--- src/rtl/reel_hex_driver.sv ---
// Slot-machine style reel driver: spinning decimal digits that stop one at a time,
// with a 7-segment decode and an optional win blink on the final result.
module reel_hex_driver #(
    parameter int unsigned NUM_DIGITS = 3,
    parameter int unsigned SPIN_DIV   = 2500000,
    parameter int unsigned BLINK_DIV  = 25000000
) (
    input  logic                    clk,
    input  logic                    rst,
    input  logic                    spin_start,
    input  logic                    stop_req,
    input  logic                    win,
    output logic [4*NUM_DIGITS-1:0] reel_val,
    output logic [7*NUM_DIGITS-1:0] hex_out,
    output logic                    all_stopped,
    output logic                    stop_done
);

    localparam int unsigned IDX_W = (NUM_DIGITS > 1) ? $clog2(NUM_DIGITS) : 1;
    localparam int unsigned PRE_W = $clog2(SPIN_DIV);
    localparam int unsigned BLK_W = $clog2(BLINK_DIV);

    typedef enum logic [1:0] {
        IDLE = 2'd0,
        SPIN = 2'd1,
        DONE = 2'd2
    } state_t;

    state_t                  state_q, state_d;
    logic [NUM_DIGITS-1:0]   spinning_q, spinning_d;
    logic [IDX_W-1:0]        stop_idx_q, stop_idx_d;
    logic [PRE_W-1:0]        pre_q, pre_d;
    logic [BLK_W-1:0]        blk_q, blk_d;
    logic                    blank_q, blank_d;
    logic [4*NUM_DIGITS-1:0] reel_q, reel_d;
    logic                    all_stopped_q, all_stopped_d;
    logic                    stop_done_q, stop_done_d;

    logic                    tick;
    logic [NUM_DIGITS-1:0]   stop_mask;
    logic [NUM_DIGITS-1:0]   adv;
    logic [3:0]              sum;
    logic                    blank_c;

    function automatic logic [6:0] seg7(input logic [3:0] v);
        case (v)
            4'd0:    seg7 = 7'b1000000;
            4'd1:    seg7 = 7'b1111001;
            4'd2:    seg7 = 7'b0100100;
            4'd3:    seg7 = 7'b0110000;
            4'd4:    seg7 = 7'b0011001;
            4'd5:    seg7 = 7'b0010010;
            4'd6:    seg7 = 7'b0000010;
            4'd7:    seg7 = 7'b1111000;
            4'd8:    seg7 = 7'b0000000;
            4'd9:    seg7 = 7'b0010000;
            default: seg7 = 7'b1111111;
        endcase
    endfunction

    // State register
    always_ff @(posedge clk) begin
        if (rst) begin
            state_q       <= IDLE;
            spinning_q    <= '0;
            stop_idx_q    <= '0;
            pre_q         <= '0;
            blk_q         <= '0;
            blank_q       <= 1'b0;
            reel_q        <= '0;
            all_stopped_q <= 1'b1;
            stop_done_q   <= 1'b0;
        end else begin
            state_q       <= state_d;
            spinning_q    <= spinning_d;
            stop_idx_q    <= stop_idx_d;
            pre_q         <= pre_d;
            blk_q         <= blk_d;
            blank_q       <= blank_d;
            reel_q        <= reel_d;
            all_stopped_q <= all_stopped_d;
            stop_done_q   <= stop_done_d;
        end
    end

    // Next-state, prescaler, stop sequencing, blink and digit advance
    always_comb begin
        state_d     = state_q;
        spinning_d  = spinning_q;
        stop_idx_d  = stop_idx_q;
        pre_d       = pre_q;
        blk_d       = blk_q;
        blank_d     = blank_q;
        reel_d      = reel_q;
        stop_done_d = 1'b0;
        tick        = 1'b0;
        stop_mask   = '0;
        adv         = '0;
        sum         = '0;

        case (state_q)
            IDLE, DONE: begin
                if (spin_start) begin
                    state_d    = SPIN;
                    spinning_d = '1;
                    stop_idx_d = '0;
                    pre_d      = '0;
                    blk_d      = '0;
                    blank_d    = 1'b0;
                end else if (state_q == DONE) begin
                    if (blk_q == BLK_W'(BLINK_DIV - 1)) begin
                        blk_d   = '0;
                        blank_d = ~blank_q;
                    end else begin
                        blk_d = blk_q + BLK_W'(1);
                    end
                end
            end
            SPIN: begin
                tick  = (pre_q == PRE_W'(SPIN_DIV - 1));
                pre_d = tick ? '0 : pre_q + PRE_W'(1);
                if (stop_req) begin
                    stop_mask[stop_idx_q] = 1'b1;
                    spinning_d = spinning_q & ~stop_mask;
                    if (stop_idx_q == IDX_W'(NUM_DIGITS - 1)) begin
                        state_d     = DONE;
                        stop_done_d = 1'b1;
                        blk_d       = '0;
                        blank_d     = 1'b0;
                    end else begin
                        stop_idx_d = stop_idx_q + IDX_W'(1);
                    end
                end
                if (tick) begin
                    adv = spinning_q & ~stop_mask;
                end
            end
            default: begin
                state_d = IDLE;
            end
        endcase

        // Digit i steps by (i mod 3)+1; a freshly stopped digit is masked out of adv
        for (int i = 0; i < int'(NUM_DIGITS); i++) begin
            sum = reel_q[4*i +: 4] + 4'((i % 3) + 1);
            if (adv[i]) begin
                reel_d[4*i +: 4] = (sum >= 4'd10) ? sum - 4'd10 : sum;
            end
        end

        all_stopped_d = (state_d != SPIN);
    end

    assign blank_c = (state_q == DONE) && win && blank_q;

    // Zero-latency segment decode of the registered digits
    always_comb begin
        hex_out = '1;
        for (int i = 0; i < int'(NUM_DIGITS); i++) begin
            hex_out[7*i +: 7] = blank_c ? 7'b1111111 : seg7(reel_q[4*i +: 4]);
        end
    end

    assign reel_val    = reel_q;
    assign all_stopped = all_stopped_q;
    assign stop_done   = stop_done_q;

endmodule

--- config.mk ---
export PLATFORM = sky130hd
export DESIGN_NAME = reel_hex_driver
export DESIGN_NICKNAME = d
export VERILOG_FILES = /design/src/rtl/reel_hex_driver.sv
export SDC_FILE = /design/constraint.sdc
export NUM_CORES = 1
export LEC_CHECK = 0
export BUFFER_PORTS_ARGS = -buffer_cell sky130_fd_sc_hd__clkbuf_2
export CAP_MARGIN = 30
export CORE_ASPECT_RATIO = 1.75
export CORE_MARGIN = 8
export CORE_UTILIZATION = 50
export DETAILED_ROUTE_END_ITERATION = 10
export PLACE_DENSITY = 0.78
export SLEW_MARGIN = 10
export SYNTH_ARGS = -nofsm -noshare
export SYNTH_HDL_FRONTEND = slang
export SYNTH_SLANG_ARGS = --single-unit
--- constraint.sdc ---
create_clock -name clk -period 3.4 [get_ports clk]
set_input_delay 0.51 -clock clk [delete_from_list [all_inputs] [get_ports clk]]
set_output_delay 0.51 -clock clk [all_outputs]
set_load 0.02 [all_outputs]
==> impl_metrics.tcl <==
set metrics [dict create \
    outcome "finished clean" \
    hp-class "reg2reg" \
    power_uw 2154 \
    vdd_drop_max_mv 0.3345 \
    cts-htree-levels 3 \
    first_global_vias 4395 \
    gp_congestion 0.8736 \
    finalCriticalPeriod_ns 3.117 \
    crit_path_end_kind "register" \
    synth_cell_types 66 \
    reg2regPathDepth 9 \
    skew_ns 0.008489 \
    synth_cells 597 \
    fin_nets 655 \
    min_path_cells 2 \
    fin_setup_tns_ns 0 \
    seq_area_sq_um 1722 \
    maxCapViolCount 0 \
    slew_violations 0 \
    path_cells "nor4b_2 > nand4_1 > or4_1 > mux2_2 > nor2_1 > inv_1 > ha_1 > mux2_2 > a211oi_1" \
    synthesis.area_sq_um 4875 \
    p_per_area_nw_per_um2 394.6 \
    cts_tree "built" \
    fill_cells 861 \
    grt_antenna_before_repair 0 \
    arrival_ns 3.38 \
    fp.dieW_microns 90.64 \
    hold_end "blk_q[14]" \
    slowest_stage "or4_1" \
    tightestPinTransition_ns 0.7770 \
    hpwl_microns 8515 \
    yosysTopAreaCellShare_pct 35.32 \
    hold_start "blk_q[14]" \
    ys_top_cells_by_area "dfxtp_1, ha_1, nor2_1" \
    grt_pass1_wl_microns 19460 \
    synthTopCellsByCount "dfxtp_1, nor2_1, nand2_1" \
    setup_ws_ns 0.2833 \
    r2r_setup_slack_ns 0.28 \
    worstSkewPairLatency_ns 0.35 \
    synth.most_common_cell "dfxtp_1" \
    r2r-start "pre_q[10]" \
    cts_setup_buffers 0 \
    drc 0 \
    crit_fanout 9 \
    async_flop_share_pct 0 \
    holdWs_ns 0.4878 \
    cts-resized-gates 0 \
    dominantRegCellSynth "dfxtp_1" \
    rsz0062_at_grt "false" \
    wl_per_cell_microns 15.44 \
    clockRootBuffer "clkbuf_16" \
    path_clk_slew_ns 0.07 \
    ys_seq_area_share_pct 35.32 \
    clk_path_buf_depth 2 \
    pre_cts_slack_ns 0.2783 \
    synth-edff-count 0 \
    numClockSinks 86 \
    ios 40 \
    ys_warn_count 0 \
    dieHeight_microns 146.6 \
    cp-start-kind "register" \
    grt_max_degree 37 \
    finalSetupViolCount 0 \
    final_core_util_pct 57.67 \
    vias_per_cell 5.895 \
    post-route-period-util_pct 91.67 \
    avgSynthCellArea_sq_um 8.165 \
    path_class "reg2reg" \
    worstPathRequired_ns 3.66 \
    timing.slew.headroom_pct 46.86 \
    max_clock_freq_mhz 320.9 \
    synth-seq-cells 86 \
    synth_top_area_cell "dfxtp_1" \
    hold_viol 0 \
    slowest_delay_ns 0.70 \
    vias 4445 \
    final_antenna_net_count 0 \
    core_area_sq_um 9468 \
    initial_core_util_pct 51.49 \
    finalWirelength_microns 11640 \
    p_leak_uw 0.002130 \
    row_count 47 \
    hold_buffers 0 \
    syn-num-nets 625 \
    dr.pass1.iters 5 \
    first_iter_violations 341 \
    drive_gt1_share_pct 13.29 \
    antennaDiodeCount 0 \
    crit_top_cell "mux2_2" \
    multiInputGateArea_sq_um 2917 \
    grt.overflow.total 0 \
    grt_use_total_pct 17.56 \
    dieArea_sq_um 13290 \
    area_growth_pct 12.01 \
    portBuffers 38 \
    cts_made_buffers 9 \
]
## stage by stage
step           cell area (sq um)  instances
6_report                    5460        754
5_1_grt                     5460        754
4_1_cts                     5460        754
3_5_place_dp                5154        738
3_3_place_gp                5154        738
2_1_floorplan               4875        597
## area by class of cell
| type | instances | area share [%] |
|---|---|---|
| inverters | 28 | 1.925 |
| multi-input cells | 455 | 53.41 |
| flip-flops and latches | 86 | 31.53 |
| clock inverters | 7 | 1.489 |
| well taps | 122 | 2.796 |
| clock buffers | 9 | 4.125 |
| repair buffers | 47 | 4.720 |
## where the power goes
group / switching [uW] / total [uW] / internal (uW)
sequential: 8.48 / 1020 / 1020
combinational: 81.7 / 115 / 33.2
clock: 434 / 1010 / 580
total: 525 / 2150 / 1630
## kinds of logic after synthesis
family,synth area share [%]
xor+xnor,4.671
simple gates,28.03
mux,3.465
compound gates,17.69
buf+inv,4.851
flops,35.32
fa+ha+maj,5.904
other cells,0.07693
## placed cells by master, fill, tap and decap left out, types with 4 or more instances in the layout
master,instances
o21ai_0,28
nor2_1,72
nand2_1,55
and4_1,4
o31ai_1,7
nor3b_1,4
xor2_1,19
a311oi_1,7
nand3_1,23
clkbuf_2,38
and2_1,6
xnor2_1,7
a211oi_1,7
nand2b_1,27
buf_4,9
ha_1,23
nand3b_1,4
or3_1,7
nor2b_1,6
nand4_1,7
a31oi_1,4
clkbuf_16,9
a21oi_1,36
inv_1,28
dfxtp_1,86
and3_1,10
mux2i_1,12
nand4b_1,5
nor3_1,10
nor4_1,5
## layer usage
layer	wire length (microns)	GRT usage [%]	vias to the layer above	part of all wire [%]
met4	395	10.06	0	3.4
met1	4186	15.42	2119	36
met3	458	4.517	33	3.9
met5	0	0	-	0
met2	6598	34.39	102	57
li1	-	-	2191	-
## critical path, delay by kind of cell (launching register included)
| family | cells | cell delay, ns |
|---|---|---|
| simple gates | 4 | 1.37 |
| compound gates | 1 | 0.22 |
| mux | 2 | 0.61 |
| flops | 1 | 0.47 |
| fa+ha+maj | 1 | 0.23 |
| buf+inv | 1 | 0.12 |
## how the worst max path moves through the flow
| stage | slack, ns | endpoint | from |
|---|---|---|---|
| after floorplan | 0.58 | register | pre_q[0] |
| after global placement | 0.40 | register | pre_q[10] |
| after detailed placement | 0.28 | register | pre_q[10] |
| after CTS | 0.26 | register | pre_q[10] |
| after global routing | 0.002 | register | pre_q[10] |
| final | 0.28 | register | pre_q[10] |
Power figures use the tool's default switching activity.
